### src/rtl/is_pkg.sv
// Shared types and constants for the interactive-score fabric: point states
// and the default global_clock width used by point and interval blocks.
package is_pkg;

    localparam int unsigned IS_WIDTH = 32;

    typedef enum logic [6:0] {
        ST_IDLE    = 7'b0000001,
        ST_WAIT_IN = 7'b0000010,
        ST_ARMED   = 7'b0000100,
        ST_FIRE    = 7'b0001000,
        ST_DONE    = 7'b0010000,
        ST_SKIPPED = 7'b0100000,
        ST_KILLED  = 7'b1000000
    } point_state_t;

endpackage

### src/rtl/sync_point_ctrl_input_tracker.sv
// One incoming-interval slot: sticky min/fin/skp/kil flags and their
// next-value view (sticky OR same-cycle accepted pulse).
module point_input_tracker (
    input  logic clk,
    input  logic rst,
    input  logic clear_i,
    input  logic en_i,
    input  logic min_i,
    input  logic fin_i,
    input  logic skp_i,
    input  logic kil_i,
    output logic min_nv_o,
    output logic fin_nv_o,
    output logic skp_nv_o,
    output logic kil_nv_o
);

    logic [3:0] flags_q;
    logic [3:0] flags_d;
    logic [3:0] pulse_s;

    assign pulse_s = en_i ? {kil_i, skp_i, fin_i, min_i} : 4'b0000;

    // Sticky flag update: clear wins over any accepted pulse.
    always_comb begin
        flags_d = flags_q;
        if (clear_i) begin
            flags_d = 4'b0000;
        end else begin
            flags_d = flags_q | pulse_s;
        end
    end

    // Sticky flag register.
    always_ff @(posedge clk or posedge rst) begin
        if (rst) begin
            flags_q <= 4'b0000;
        end else begin
            flags_q <= flags_d;
        end
    end

    assign min_nv_o = flags_q[0] | pulse_s[0];
    assign fin_nv_o = flags_q[1] | pulse_s[1];
    assign skp_nv_o = flags_q[2] | pulse_s[2];
    assign kil_nv_o = flags_q[3] | pulse_s[3];

endmodule

### src/rtl/sync_point_ctrl.sv
// Temporal point controller: merges incoming interval status into a
// fire / skip / kill decision and drives the outgoing intervals.
module sync_point_ctrl
    import is_pkg::*;
#(
    parameter int unsigned N_IN  = 4,
    parameter int unsigned N_OUT = 4,
    parameter int unsigned WIDTH = IS_WIDTH
) (
    input  logic             clk,
    input  logic             rst,
    input  logic             arm,
    input  logic             clear,
    input  logic             go,
    input  logic             interactive,
    input  logic             user_event,
    input  logic [N_IN-1:0]  in_mask,
    input  logic [N_OUT-1:0] out_mask,
    input  logic [N_IN-1:0]  in_min_elapsed,
    input  logic [N_IN-1:0]  in_finished,
    input  logic [N_IN-1:0]  in_skip,
    input  logic [N_IN-1:0]  in_kill,
    input  logic [WIDTH-1:0] global_clock,
    output logic [N_OUT-1:0] start_out,
    output logic [N_OUT-1:0] skip_out,
    output logic [N_OUT-1:0] kill_out,
    output logic [N_IN-1:0]  ext_e_out,
    output logic             fired,
    output logic [WIDTH-1:0] fire_time,
    output logic             busy
);

    point_state_t     state_q, state_d;
    logic [N_IN-1:0]  in_mask_q, in_mask_d;
    logic [N_OUT-1:0] out_mask_q, out_mask_d;
    logic             interactive_q, interactive_d;
    logic             fired_q, fired_d;
    logic [WIDTH-1:0] fire_time_q, fire_time_d;

    logic             accept_s;
    logic             clear_eff_s;
    logic             start_arm_s;
    logic             trk_clear_s;
    logic [N_IN-1:0]  min_nv_s, fin_nv_s, skp_nv_s, kil_nv_s;
    logic             resolved_s, ready_s, live_s, any_kil_s, all_skp_s, src_s;
    logic [N_IN-1:0]  ext_e_s;

    assign accept_s    = (state_q == ST_WAIT_IN) || (state_q == ST_ARMED);
    assign clear_eff_s = clear && (state_q != ST_IDLE);
    assign start_arm_s = arm && (state_q == ST_IDLE);
    // Sticky flags are wiped on clear and again on arm so each run starts fresh.
    assign trk_clear_s = clear_eff_s || start_arm_s;

    generate
        for (genvar gi = 0; gi < N_IN; gi++) begin : g_trk
            point_input_tracker u_trk (
                .clk      (clk),
                .rst      (rst),
                .clear_i  (trk_clear_s),
                .en_i     (accept_s && in_mask_q[gi]),
                .min_i    (in_min_elapsed[gi]),
                .fin_i    (in_finished[gi]),
                .skp_i    (in_skip[gi]),
                .kil_i    (in_kill[gi]),
                .min_nv_o (min_nv_s[gi]),
                .fin_nv_o (fin_nv_s[gi]),
                .skp_nv_o (skp_nv_s[gi]),
                .kil_nv_o (kil_nv_s[gi])
            );
        end
    endgenerate

    // Unused slots count as satisfied for the AND terms and never as live.
    assign resolved_s = &(~in_mask_q | fin_nv_s | skp_nv_s);
    assign ready_s    = &(~in_mask_q | min_nv_s | fin_nv_s | skp_nv_s);
    assign live_s     = |(in_mask_q & ~skp_nv_s);
    assign any_kil_s  = |(in_mask_q & kil_nv_s);
    assign all_skp_s  = (|in_mask_q) && (&(~in_mask_q | skp_nv_s));
    assign src_s      = ~(|in_mask_q);

    // Next-state decision and the combinational external_e return path.
    always_comb begin
        state_d = state_q;
        ext_e_s = {N_IN{1'b0}};
        if (clear_eff_s) begin
            state_d = ST_IDLE;
        end else begin
            case (state_q)
                ST_IDLE: begin
                    if (arm) begin
                        state_d = ST_WAIT_IN;
                    end else begin
                        state_d = ST_IDLE;
                    end
                end
                ST_WAIT_IN: begin
                    if (any_kil_s) begin
                        state_d = ST_KILLED;
                    end else if (all_skp_s) begin
                        state_d = ST_SKIPPED;
                    end else if (src_s) begin
                        state_d = go ? ST_FIRE : ST_WAIT_IN;
                    end else if (!interactive_q && resolved_s && live_s) begin
                        state_d = ST_FIRE;
                    end else if (interactive_q && ready_s && live_s) begin
                        state_d = ST_ARMED;
                    end else begin
                        state_d = ST_WAIT_IN;
                    end
                end
                ST_ARMED: begin
                    if (any_kil_s) begin
                        state_d = ST_KILLED;
                    end else if (all_skp_s) begin
                        state_d = ST_SKIPPED;
                    end else if (user_event) begin
                        ext_e_s = in_mask_q;
                        state_d = ST_FIRE;
                    end else if (resolved_s) begin
                        state_d = ST_FIRE;
                    end else begin
                        state_d = ST_ARMED;
                    end
                end
                ST_FIRE:    state_d = ST_DONE;
                ST_DONE:    state_d = ST_DONE;
                ST_SKIPPED: state_d = ST_SKIPPED;
                ST_KILLED:  state_d = ST_KILLED;
                default:    state_d = ST_IDLE;
            endcase
        end
    end

    // Latched configuration and fire record.
    always_comb begin
        in_mask_d     = in_mask_q;
        out_mask_d    = out_mask_q;
        interactive_d = interactive_q;
        fired_d       = fired_q;
        fire_time_d   = fire_time_q;
        if (clear_eff_s) begin
            in_mask_d     = {N_IN{1'b0}};
            out_mask_d    = {N_OUT{1'b0}};
            interactive_d = 1'b0;
            fired_d       = 1'b0;
            fire_time_d   = {WIDTH{1'b0}};
        end else if (start_arm_s) begin
            in_mask_d     = in_mask;
            out_mask_d    = out_mask;
            interactive_d = interactive;
        end else if (state_q == ST_FIRE) begin
            fired_d     = 1'b1;
            fire_time_d = global_clock;
        end else begin
            fired_d = fired_q;
        end
    end

    // State and configuration registers.
    always_ff @(posedge clk or posedge rst) begin
        if (rst) begin
            state_q       <= ST_IDLE;
            in_mask_q     <= {N_IN{1'b0}};
            out_mask_q    <= {N_OUT{1'b0}};
            interactive_q <= 1'b0;
            fired_q       <= 1'b0;
            fire_time_q   <= {WIDTH{1'b0}};
        end else begin
            state_q       <= state_d;
            in_mask_q     <= in_mask_d;
            out_mask_q    <= out_mask_d;
            interactive_q <= interactive_d;
            fired_q       <= fired_d;
            fire_time_q   <= fire_time_d;
        end
    end

    // Level outputs decode the registered state so reset drops them at once.
    assign start_out = (state_q == ST_FIRE)    ? out_mask_q : {N_OUT{1'b0}};
    assign skip_out  = (state_q == ST_SKIPPED) ? out_mask_q : {N_OUT{1'b0}};
    assign kill_out  = (state_q == ST_KILLED)  ? out_mask_q : {N_OUT{1'b0}};
    assign ext_e_out = ext_e_s;
    assign fired     = fired_q;
    assign fire_time = fire_time_q;
    assign busy      = (state_q == ST_WAIT_IN) || (state_q == ST_ARMED);

endmodule
### config.mk
export PLATFORM = sky130hd
export DESIGN_NAME = sync_point_ctrl
export DESIGN_NICKNAME = d
export VERILOG_FILES = /design/src/rtl/is_pkg.sv /design/src/rtl/sync_point_ctrl_input_tracker.sv /design/src/rtl/sync_point_ctrl.sv
export SDC_FILE = /design/constraint.sdc
export NUM_CORES = 1
export LEC_CHECK = 0
export ABC_CLOCK_PERIOD_IN_PS = 3100
export BUFFER_PORTS_ARGS = -buffer_cell sky130_fd_sc_hd__buf_2
export CAP_MARGIN = 20
export CORE_MARGIN = 3
export CORE_UTILIZATION = 35
export DETAILED_ROUTE_END_ITERATION = 8
export GPL_TIMING_DRIVEN = 0
export PLACE_DENSITY_LB_ADDON = 0.25
export REMOVE_ABC_BUFFERS = 1
export SLEW_MARGIN = 20
export SYNTH_ARGS = -nofsm -noshare
export SYNTH_HDL_FRONTEND = slang
export SYNTH_HIERARCHICAL = 1
export SYNTH_SLANG_ARGS = --single-unit
### constraint.sdc
create_clock -name clk -period 3.1 [get_ports clk]
set_input_delay 0.465 -clock clk [delete_from_list [all_inputs] [get_ports clk]]
set_output_delay 0.465 -clock clk [all_outputs]
set_load 0.005 [all_outputs]
# Word-level counts from Yosys, hierarchy flattened

Cells that the tools add are included.

Input bits: 63
Register bits: 65
Output and inout bits: 50

Muxes and demuxes: 41
Eq/ne operators: 9
Bitwise logic cells: 30
Reductions and logical operators: 24

Operator list:

| kind               | count |
|---|---|
| $mux 4             | 25 |
| $mux 32            | 3 |
| $pmux 7 s6         | 1 |
| $or 4x4->4         | 10 |
| $mux 7             | 3 |
| $or 1x1->1         | 16 |
| $mux 6             | 2 |
| $reduce_and 4->1   | 3 |
| $reduce_or 4->1    | 3 |
| $logic_and 1x1->1  | 11 |
| $and 4x4->4        | 2 |
| $not 4->4          | 2 |
| $eq 7x1->1 const B | 1 |
| $eq 7x2->1 const B | 1 |
| $eq 7x3->1 const B | 1 |
| $eq 7x4->1 const B | 1 |
| $eq 7x5->1 const B | 1 |
| $eq 7x6->1 const B | 1 |
| $eq 7x7->1 const B | 1 |
| $ne 7x1->1 const B | 1 |
| $mux 1             | 5 |
| $reduce_bool 2->1  | 2 |
| $mux 3             | 1 |
| $logic_or 1x1->1   | 2 |
| 5 further kinds    | 5 |

# Longest topological paths before layout

Word-level depth: 18
Depth in mapped cells: 9

# Hierarchy

Netlist, hierarchy kept.

Modules (own cells, without submodules):

| module                                    | cells each | times used | area each (µm²) |
|---|---|---|---|
| sync_point_ctrl                           | 192        | 1          | 2272.2 |
| point_input_tracker at g_trk[1].u_trk ... | 13         | 3          | 171.4 |
| point_input_tracker at g_trk[0].u_trk     | 13         | 1          | 170.2 |

# Worst setup path before layout

Ideal clock, no wire load.

Path type: flip-flop to output port
Start: register state_q[5]
End: output ext_e_out[3]
Data required time: 2.635 ns
Arrival: 2.565 ns
Cell stages (with the launch flop): 10
Path buffers: 0
Slack: 0.070 ns
Cell sequence: dfrtp_1 -> or4_4 -> nor3_2 -> and2_1 -> a21o_1 -> nand2b_1 -> o2111ai_1 -> o2111a_1 -> and3_1 -> and2_2

Word-level cells in the longest chain between the ends: 12

RTL lines:

| element                                         | line                                | text |
|---|---|---|
| from (decl)                                     | sync_point_ctrl.sv:33               | `point_state_t state_q, state_d;` |
| from (signal assigned)                          | sync_point_ctrl.sv:169              | `state_q <= state_d;` |
| $eq 7x2->1 / $eq 7x3->1 (equally long branches) | n/a                                 |  |
| $logic_or 1x1->1 *                              | n/a                                 |  |
| named net busy                                  | sync_point_ctrl.sv:30               | `output logic busy` |
| $logic_and 1x1->1 *                             | sync_point_ctrl.sv:60               | `.en_i (accept_s && in_mask_q[gi]),` |
| $mux 4 *                                        | sync_point_ctrl_input_tracker.sv:22 | `assign pulse_s = en_i ? {kil_i, skp_i, fin_i, min_i} : 4'b0000;` |
| $or 1x1->1 *                                    | sync_point_ctrl_input_tracker.sv:45 | `assign skp_nv_o = flags_q[2] \| pulse_s[2];` |
| named net skp_nv_s[0]                           | sync_point_ctrl.sv:44               | `logic [N_IN-1:0] min_nv_s, fin_nv_s, skp_nv_s, kil_nv_s;` |
| $or 4x4->4 *                                    | sync_point_ctrl.sv:78               | `assign all_skp_s = (\|in_mask_q) && (&(~in_mask_q \| skp_nv_s));` |
| $reduce_and 4->1 *                              | sync_point_ctrl.sv:78               |  |
| $logic_and 1x1->1 *                             | sync_point_ctrl.sv:78               |  |
| $mux 4 *                                        | sync_point_ctrl.sv:114              | `end else if (all_skp_s) begin` |
| $mux 4 *                                        | sync_point_ctrl.sv:112              | `if (any_kil_s) begin` |
| $mux 4 *                                        | sync_point_ctrl.sv:88               | `case (state_q)` |
| $mux 4 *                                        | sync_point_ctrl.sv:85               | `if (clear_eff_s) begin` |
| to (decl)                                       | sync_point_ctrl.sv:27               | `output logic [N_IN-1:0] ext_e_out,` |

Mark *: on every way through the listed nets, which the timed path passes. The rest lies on a longest branch.

# Final worst setup path

Start: register state_q[5]
End: output ext_e_out[2]

Word-level cells in the longest chain between the ends: 12

RTL lines:

| element                                         | line                                | text |
|---|---|---|
| $eq 7x2->1 / $eq 7x3->1 (equally long branches) | sync_point_ctrl.sv:48               | `assign accept_s = (state_q == ST_WAIT_IN) \|\| (state_q == ST_ARMED);` |
| $logic_or 1x1->1 *                              | sync_point_ctrl.sv:48               |  |
| $logic_and 1x1->1 *                             | sync_point_ctrl.sv:60               |  |
| $mux 4 *                                        | sync_point_ctrl_input_tracker.sv:22 |  |
| $or 1x1->1 *                                    | sync_point_ctrl_input_tracker.sv:45 |  |
| named net skp_nv_s[0]                           | sync_point_ctrl.sv:44               |  |
| $or 4x4->4 *                                    | sync_point_ctrl.sv:78               |  |
| $reduce_and 4->1 *                              | sync_point_ctrl.sv:78               |  |
| $logic_and 1x1->1 *                             | sync_point_ctrl.sv:78               |  |
| $mux 4 *                                        | sync_point_ctrl.sv:114              |  |
| $mux 4 *                                        | sync_point_ctrl.sv:112              |  |
| $mux 4 *                                        | sync_point_ctrl.sv:88               |  |
| $mux 4 *                                        | sync_point_ctrl.sv:85               |  |

Marks and branches as above.

==> results.yml <==
logic_synthesis:
  synthesis.instances: 244
  yosysSeqAreaShare_pct: 55.1
  yosys_warnings: 6
  syn_area_per_cell_um2: 12.1
  netlist_area_mm2: 0.00296
  synthArstFlopShare_pct: 100
  synth_edf_count: 0
  ys_types: 49
  ys.flop_type: "dfrtp_1"
  ys_ff_latch: 65
setup_path:
  critPathRequiredTime_ns: 2.63
  cp_max_fo: 4
  cp-start-kind: "flip-flop"
  regToRegStartpoint: "state_q[5]$_DFF_PP0_"
  critPathCaptureType: "output pin"
  critPathLaunch: "state_q[5]$_DFF_PP0_"
  cp.arrival_ns: 2.86
  critical_path_class: "reg2out"
power_and_ir_drop:
  peakVddDrop_mv: 0.280
  power.leakage_nw: 2.25
  power.density_mw_per_mm2: 660
  finalPower_mw: 2.63
global_route:
  overflow: 0
  grt_pass1_vias: 2389
  grt_max_degree: 34
  grt_pass1_wl_um: 11800
  grt_use_total_pct: 15.4
  antenna_found_initial: 0
sta:
  setup_viol: 4
  fin_tns_setup_ns: -0.888
  hold_slack_ns: 0.0582
  grt_setup_unrepaired: "yes"
  worstMarginPinSlew_ns: 0.708
  max_freq_mhz: 301
  timing.slew.headroom_pct: 52.7
  hold_viol: 0
  slew_viol_final: 0
  layout_setup_ws_ns: -0.225
  skew_ns: 0.00761
  period_share_pct: 107
  min_period_ns: 3.33
route:
  wl_per_cell_um: 15.2
  via_count: 2383
  viasPerCell: 4.99
  dr.pass1.iters: 4
  final_antenna_net_count: 0
  routed_wl_um: 7280
  route.detailed.drc: 0
  drt-initial-drc-count: 80
placed_design:
  port_buffers: 112
  dp_hpwl_um: 5290
  place_congestion: 0.741
  pre_cts_ws_ns: -0.453
clock_tree:
  clkSlewWorstSetupHoldPaths_ns: 0.07
  htreeDepth: 3
  numCtsBuffers: 9
  root_buffer: "clkbuf_8"
  cts_tree: "yes"
  insertion_delay_ns: 0.33
  clock-sinks: 65
  postCtsHoldBufs: 0
  cts.path.max_buffers: 2
run:
  cap_violations: 0
floorplanning:
  die-area_mm2: 0.00959
  io_pins: 113
  coreArea_mm2: 0.00797
  die_w_um: 97.9
  num_rows: 32
  initial_core_util_pct: 37.1
  die_h_um: 97.9
outcome:
  status: "finished, violations left"
  failed_checks: "setup timing"
min_path:
  holdCritPathClass: "in2async"
layout:
  diodes: 0
  finalCoreUtilization_pct: 50.1
  syn_to_final_growth_pct: 34.9
  drive_gt1_share_pct: 46.0
  final_nets: 435
-- path summary, 6_finish.rpt --
kind	depth (start not counted)	end	slack [ns]
min in group clk	2	state_q[0]$_DFF_PP1_	0.29
min reg2reg	1	fired$_DFFE_PP0P_	0.47
max	10	ext_e_out[2]	-0.23
min	2	g_trk[3].u_trk/flags_q[2]$_DFF_PP0_	0.06
max in group asynchronous	3	state_q[0]$_DFF_PP1_	2.36
max reg2reg	12	state_q[5]$_DFF_PP0_	0.28
-- Yosys cell counts, drive strengths merged (5+ instances only) --
cell type / number / area share, %
and2: 20 / 4.3
nor3b: 5 / 1.3
a21o: 17 / 4.4
a22o: 35 / 10
and2b: 12 / 3.0
nor2: 15 / 2.0
nor4b: 5 / 2.2
dfrtp: 64 / 54
buf: 6 / 1.7
inv: 11 / 1.4
nor2b: 5 / 2.1
nand2b: 5 / 1.1
-- cells in the final DEF, fill, tap and decap left out, types with 2 or more instances in the layout --
| cell type | count |
|---|---|
| a21o_1 | 14 |
| a21o_2 | 3 |
| a21oi_1 | 2 |
| a22o_1 | 35 |
| a22oi_1 | 2 |
| and2_1 | 12 |
| and2_4 | 7 |
| and2b_1 | 12 |
| and4b_1 | 2 |
| buf_2 | 109 |
| buf_4 | 12 |
| buf_6 | 3 |
| clkbuf_8 | 9 |
| clkinv_2 | 3 |
| clkinvlp_4 | 2 |
| dfrtp_1 | 64 |
| inv_1 | 10 |
| mux2i_1 | 4 |
| nand2_1 | 4 |
| nand2b_1 | 2 |
| nand2b_4 | 3 |
| nand3_1 | 2 |
| nor2_1 | 13 |
| nor2b_4 | 4 |
| nor3_4 | 2 |
| nor3b_1 | 5 |
| nor4_1 | 2 |
| nor4b_1 | 3 |
| o21ai_0 | 3 |
-- cell type report --
cell class / instances / area [µm²]
clock buffers: 9 / 124
flip-flops and latches: 65 / 1630
multi-input cells: 160 / 1320
inverters: 11 / 41.3
fillers: 730 / 3980
well taps: 102 / 128
repair buffers: 125 / 689
clock inverters: 6 / 60.1
-- layer usage --
metal / wire length (µm) / global-route usage (%) / vias up
met5: 0 / 0 / -
met4: 49 / 5.64 / 0
met3: 544 / 4.64 / 4
met2: 3580 / 24.9 / 95
met1: 3110 / 19.7 / 1143
li1: - / - / 1141
-- power by group --
group | switching (mW) | internal, mW
Clock | 0.318 | 0.362
Combinational | 0.475 | 0.399
Sequential | 0.123 | 0.955
-- per-stage QoR --
stage	instances	cell area (µm²)
5_1_grt	478	3990
2_1_floorplan	236	2900
3_5_place_dp	451	3610
6_report	478	3990
3_3_place_gp	450	3590
4_1_cts	475	3960
-- cell families (layout without fill, tap and decap cells) --
| logic type | after synthesis | count (layout) | synth area share, % |
|---|---|---|---|
| AOI/OAI and AO/OA | 69 | 69 | 19.3 |
| xor gates and xnor gates | 2 | 2 | 0.593 |
| buffers and inverters | 19 | 151 | 3.39 |
| DFF | 65 | 65 | 55.1 |
| muxes | 4 | 4 | 1.35 |
| and+or+nand+nor | 85 | 85 | 20.4 |
-- sequential cells by signal (all words and copies together) (netlist names) --
signal               count
fire_time               32
interactive_q            1
state_q                  7
fired                    1
in_mask_q                4
out_mask_q               4
g_trk.u_trk/flags_q     16
-- critical path: stages (launching register included) --
cell	delay, ns
dfrtp_1	0.39
or4_4	0.58
nor3_4	0.22
and2_4	0.19
a21o_1	0.18
nand2b_4	0.16
o2111ai_4	0.10
o2111a_1	0.27
and3_4	0.17
and2_4	0.16
buf_6	0.11
-- timing repair --
action | 4_1_cts | 5_1_grt
resized for setup | 17 | 2
pin swaps | 6 | 0
cloned | 0 | 0
setup endpoints to repair | 4 | 4
setup buffers | 9 | 3
(Power assumes the default switching activity.)
